File: src/rtl/load_use_scoreboard.sv
// load_use_scoreboard: load-use hazard unit with per-register countdown scoreboard, branch flush and saturating stall counter.
// Define HAZ_R0_ZERO_EN to hard-wire register 0 as zero (never pending, never a hazard).
module load_use_scoreboard #(
  parameter int REG_ADDR_W = 4,
  parameter int LOAD_LAT = 1,
  parameter int CNT_W = 16
) (
  input  logic                  clk,
  input  logic                  rst_n,
  input  logic                  id_valid,
  input  logic [REG_ADDR_W-1:0] id_rn1,
  input  logic [REG_ADDR_W-1:0] id_rn2,
  input  logic                  id_rn1_used,
  input  logic                  id_rn2_used,
  input  logic                  id_is_load,
  input  logic [REG_ADDR_W-1:0] id_rd,
  input  logic                  branch_taken,
  output logic                  pc_write,
  output logic                  ifid_write,
  output logic                  en_iw,
  output logic                  id_ex_bubble,
  output logic                  if_id_flush,
  output logic [CNT_W-1:0]      stall_cnt
);
  localparam int NREGS = 2**REG_ADDR_W;
`ifdef HAZ_R0_ZERO_EN
  localparam bit R0_ZERO = 1'b1;
`else
  localparam bit R0_ZERO = 1'b0;
`endif
  logic [2:0] cnt [NREGS];
  logic hazard, issue, set_en;
  assign hazard = id_valid & ((id_rn1_used & (cnt[id_rn1] != 3'd0)) | (id_rn2_used & (cnt[id_rn2] != 3'd0)));
  assign issue = id_valid & ~hazard & ~branch_taken;
  // never setting entry 0 keeps it constant zero, which also removes r0 hazards
  assign set_en = issue & id_is_load & ~(R0_ZERO & (id_rd == '0));
  assign pc_write = branch_taken | ~hazard;
  assign ifid_write = branch_taken | ~hazard;
  assign en_iw = branch_taken | ~hazard;
  assign id_ex_bubble = branch_taken | hazard;
  assign if_id_flush = branch_taken;
  always_ff @(posedge clk or negedge rst_n) begin
    if (!rst_n) begin
      for (int i = 0; i < NREGS; i++) cnt[i] <= 3'd0;
      stall_cnt <= '0;
    end else begin
      for (int i = 0; i < NREGS; i++)
        cnt[i] <= (set_en && id_rd == REG_ADDR_W'(i)) ? 3'(LOAD_LAT) : cnt[i] - {2'b00, |cnt[i]};
      if (hazard && !branch_taken && stall_cnt != '1) stall_cnt <= stall_cnt + 1'b1;
    end
  end
endmodule

File: config.mk
export PLATFORM = sky130hd
export DESIGN_NAME = load_use_scoreboard
export DESIGN_NICKNAME = d
export VERILOG_FILES = /design/src/rtl/load_use_scoreboard.sv
export SDC_FILE = /design/constraint.sdc
export NUM_CORES = 1
export LEC_CHECK = 0
export ABC_AREA = 1
export CELL_PAD_IN_SITES_DETAIL_PLACEMENT = 1
export CELL_PAD_IN_SITES_GLOBAL_PLACEMENT = 1
export CORE_ASPECT_RATIO = 0.7
export CORE_MARGIN = 10
export CORE_UTILIZATION = 44
export CTS_BUF_LIST = sky130_fd_sc_hd__clkbuf_8
export CTS_CLUSTER_SIZE = 30
export DETAILED_ROUTE_END_ITERATION = 10
export PLACE_DENSITY = 0.9
export SLEW_MARGIN = 5
export SYNTH_ARGS = -nofsm -noshare
export SYNTH_HDL_FRONTEND = slang
export SYNTH_SLANG_ARGS = --single-unit
File: constraint.sdc
create_clock -name clk -period 2.3 [get_ports clk]
set_input_delay 0.575 -clock clk [delete_from_list [all_inputs] [get_ports clk]]
set_output_delay 0.575 -clock clk [all_outputs]
set_load 0.01 [all_outputs]
==> impl_results.md, run 1 <==
- CTS tree: done
- Met2 usage: 0.372
- Hold Path Class: input pin to asynchronous set/reset pin
- Crit. End Element: primary output
- Total wire length: ~17000 µm
- Fin Clk Skew: 24.8 ps
- Final hold slack: ~220 ps
- Final period util: 1.13
- DIE WIDTH: between 100 and 150 µm
- Site row count: 29
- Reg-to-reg startpoint: cnt[23]
- Die Y-Extent: around 100 µm
- Initial DRC count: ~350
- # Max-Cap Violations: 0
- Net Count, Synth: 552
- Starting Density: 0.450
- Mapped Area: about 4000 µm²
- GRT Max-Usage Layer: met2
- Yosys top cell by area: dfrtp_1
- Clock transition at path regs: roughly 100 ps
- Util after Layout: 0.616
- GRT Overall Usage: 0.216
- Num ports: 40
- DR vias/cell: between 5 and 6
- RD Place Congestion: 0.869
- H-tree depth: 3
- CP max stage cell: dfrtp_1
- Pin slew with the least headroom to its limit: around 700 ps
- Slew margin rel.: 0.530
- Synth top area cells: dfrtp_1 40%, nand2_1 12%, ha_1 10%
- Post-Syn Instances: 500
- Root Driver: clkbuf_8
- Power density over cell area: 1250 nW/µm²
- Slew Limit Fails: 0
- Top-area cell type share of the netlist area: 0.396
- DR WL/cell: between 20 and 25 µm
- Syn_area_per_cell: slightly above 8 µm²
- Outcome: finished with violations
- Final HPWL DP: 9980 µm
- Fin cells: around 740
- # fillers: 1115
- # port buffers: 39
- Area of the core: around 9000 µm²
- Share of cells above drive strength 1: 0.313
- FF+latch count, synth: 64
- Number of vias after detailed routing: ~4200
- CP Class: flop to primary output
- GRT Residual Overflow: 0
- Inst Count DP: 707
- Critical path origin: cnt[23]
- Worst Setup Start Kind: flop
- LEAKAGE: 2.62 nW
- Hold Fails Final Rpt: 0
- Post-route setup slack: -306 ps
- Crit path buf inv count: 1
- FMAX: around 380 MHz
- Clk_lat worst skew: 370 ps
- Final setup viols: 27
- Diode count: 0
- Max incr delay on CP: between 400 and 500 ps
- Yosys cell types: 26
- Worst-path maximum fanout: 3
- Most frequent CP cell: nand2_2
- Seq/Total Area, Yosys: 0.396
- Initial antenna violation count: 0
- First-pass GRT wire length: 22900 µm
- TritonCTS buffer count: 9
- Max Buffers Root-to-Sink: 2
- Nets: 667
- # clock sinks: between 60 and 70
- Worst-path cell chain: nor2_4 -> nand3_2 -> nand3_1 -> nand3_1 -> nand2_2 -> nand2_2 -> nand3_2 -> nand2_4 -> nand2_2 -> nand2_2 -> buf_6
- Die area: ~13000 µm²
- Number of global-route vias before repair: 4324
- Largest net degree at the start of global routing: 65
- Unrepaired setup endpoints after global routing: true
- Final worst path period need: 2610 ps
- Pre-antenna DRT Iters: 5
- Worst VDD drop: between 0.7 and 0.8 mV
- DRC viols: 0
- Area delta synth->final: 36.9%
- Largest delay contributor family on the critical path: simple AND/OR/NAND/NOR gates
- Antenna viol nets, final: 0
- Data required, critical path: between 1500 and 2000 ps
- Yosys warns: 0
- Crit path DAT: about 2000 ps
- Failing checks: setup timing
- Met3 Resource Use GR: 0.0574
- M1 GR Usage: 0.248
==> where the power goes <==
group	switching (mW)	total (mW)	internal, mW
logic	1.92	3.64	1.72
clock network	0.532	1.20	0.669
registers	0.454	2.10	1.65
==> worst reg2reg max path, stage by stage, from the launching register on <==
cell	delay, ps
dfrtp_1	440
nor2_4	250
nand3_2	140
nand3_1	110
nand3_1	120
nand2_2	110
nand2_2	70
nand3_2	100
nand2_4	80
buf_4	150
or2_4	310
buf_4	220
nor2_4	130
nor2_1	90
==> cell usage in the layout, fill, tap and decap left out, types with 2 or more instances in the layout <==
cell type and instances:
nor3_1 6, o21ai_1 4, inv_2 5, o21ai_2 15
clkinv_2 2, nand2_2 18, dlygate4sd2_1 3, ha_1 33
xor2_1 13, clkbuf_8 11, buf_6 7, nand3_1 25
nand3_2 15, dfrtp_2 2, inv_1 63, xnor2_1 17
inv_6 2, bufinv_16 2, buf_4 69, nand4_1 3
nor2_1 51, a21oi_2 2, nor4_1 3, nor2_4 20
clkdlybuf4s50_1 27, nand2_1 113, dfrtp_1 62, nor2_2 10
buf_2 2, buf_12 4
==> layer usage <==
layer,vias to the layer above,part of all wire
met3,82,0.068
met4,0,0.048
met1,2084,0.38
met2,234,0.50
li1,1794,-
met5,-,0
==> synth_stat cells, drive strengths merged <==
| master | count |
|---|---|
| dfrtp | 64 |
| ha | 33 |
| xnor2 | 17 |
| nand2 | 132 |
| or2 | 1 |
| nand3b | 1 |
| a21oi | 3 |
| xor2 | 13 |
| nor3 | 6 |
| nor4 | 3 |
| o21ai | 20 |
| nand4 | 4 |
| inv | 70 |
| nor2 | 81 |
| buf | 11 |
| nand3 | 41 |
==> cell families after synthesis <==
kind of cell	count (synthesis)	share of synthesized area
AOI/OAI and AO/OA	23	0.0405
xor gates and xnor gates	30	0.0649
adders and majority gates	33	0.102
buffers and inverters	81	0.0946
DFF	64	0.396
and+or+nand+nor	269	0.302
==> layout make-up <==
type | instances | area, µm² | share of cell area
clock buffers | 11 | 151 | 0.0273
clock inverters | 5 | 78.8 | 0.0142
inverters | 70 | 273 | 0.0492
multi-input cells | 355 | 2270 | 0.410
flip-flops and latches | 64 | 1600 | 0.290
well taps | 124 | 155 | 0.0280
repair buffers | 115 | 1010 | 0.182
==> registers in the layout, indices dropped and copies added, names as in the netlist <==
signal / flops
cnt: 48
stall_cnt: 16
==> per-stage QoR <==
step / total power, mW / cell area (µm²) / TNS [ps] / setup slack, ps
floorplan: 3.64 / 4050 / 0 / 188
global placement: 4.58 / 4930 / -30120 / -905
detailed placement: 4.98 / 4930 / -33170 / -940
CTS: 6.29 / 5280 / -224 / -96.6
global route: 7.35 / 5540 / -2480 / -344
finish: 6.94 / 5540 / -1810 / -306
==> final timing paths <==
| check | cells past startpoint | endpoint | slack (ps) |
|---|---|---|---|
| worst max register to register | 13 | cnt[5] | -100 |
| min in group clk | 2 | stall_cnt[15] | 580 |
| worst max-delay path | 11 | id_ex_bubble | -310 |
| worst min register to register | 2 | stall_cnt[15] | 580 |
| max in group asynchronous | 2 | cnt[0] | 1730 |
| worst min-delay path | 2 | cnt[18] | 220 |
==> what timing repair did <==
action / in CTS / in global routing
resized for setup: 60 / 56
cloned: 1 / 0
pin swaps: 5 / 29
hold buffers: 0 / 0
endpoints found under the setup margin: 60 / 56
buffers inserted: 7 / 13
(Power assumes the default switching activity.)
==> inputs of run 2 (changes only) <==
Settings changed: CTS_CLUSTER_SIZE 30 to 10.
==> results of run 2 <==
Final layout, timing and power as in run 1 (identical DEF).
==> inputs of run 3 (changes only) <==
Settings changed: SKIP_LAST_GASP set to 1.
==> results of run 3 <==
Final layout, timing and power as in run 1 (identical DEF).
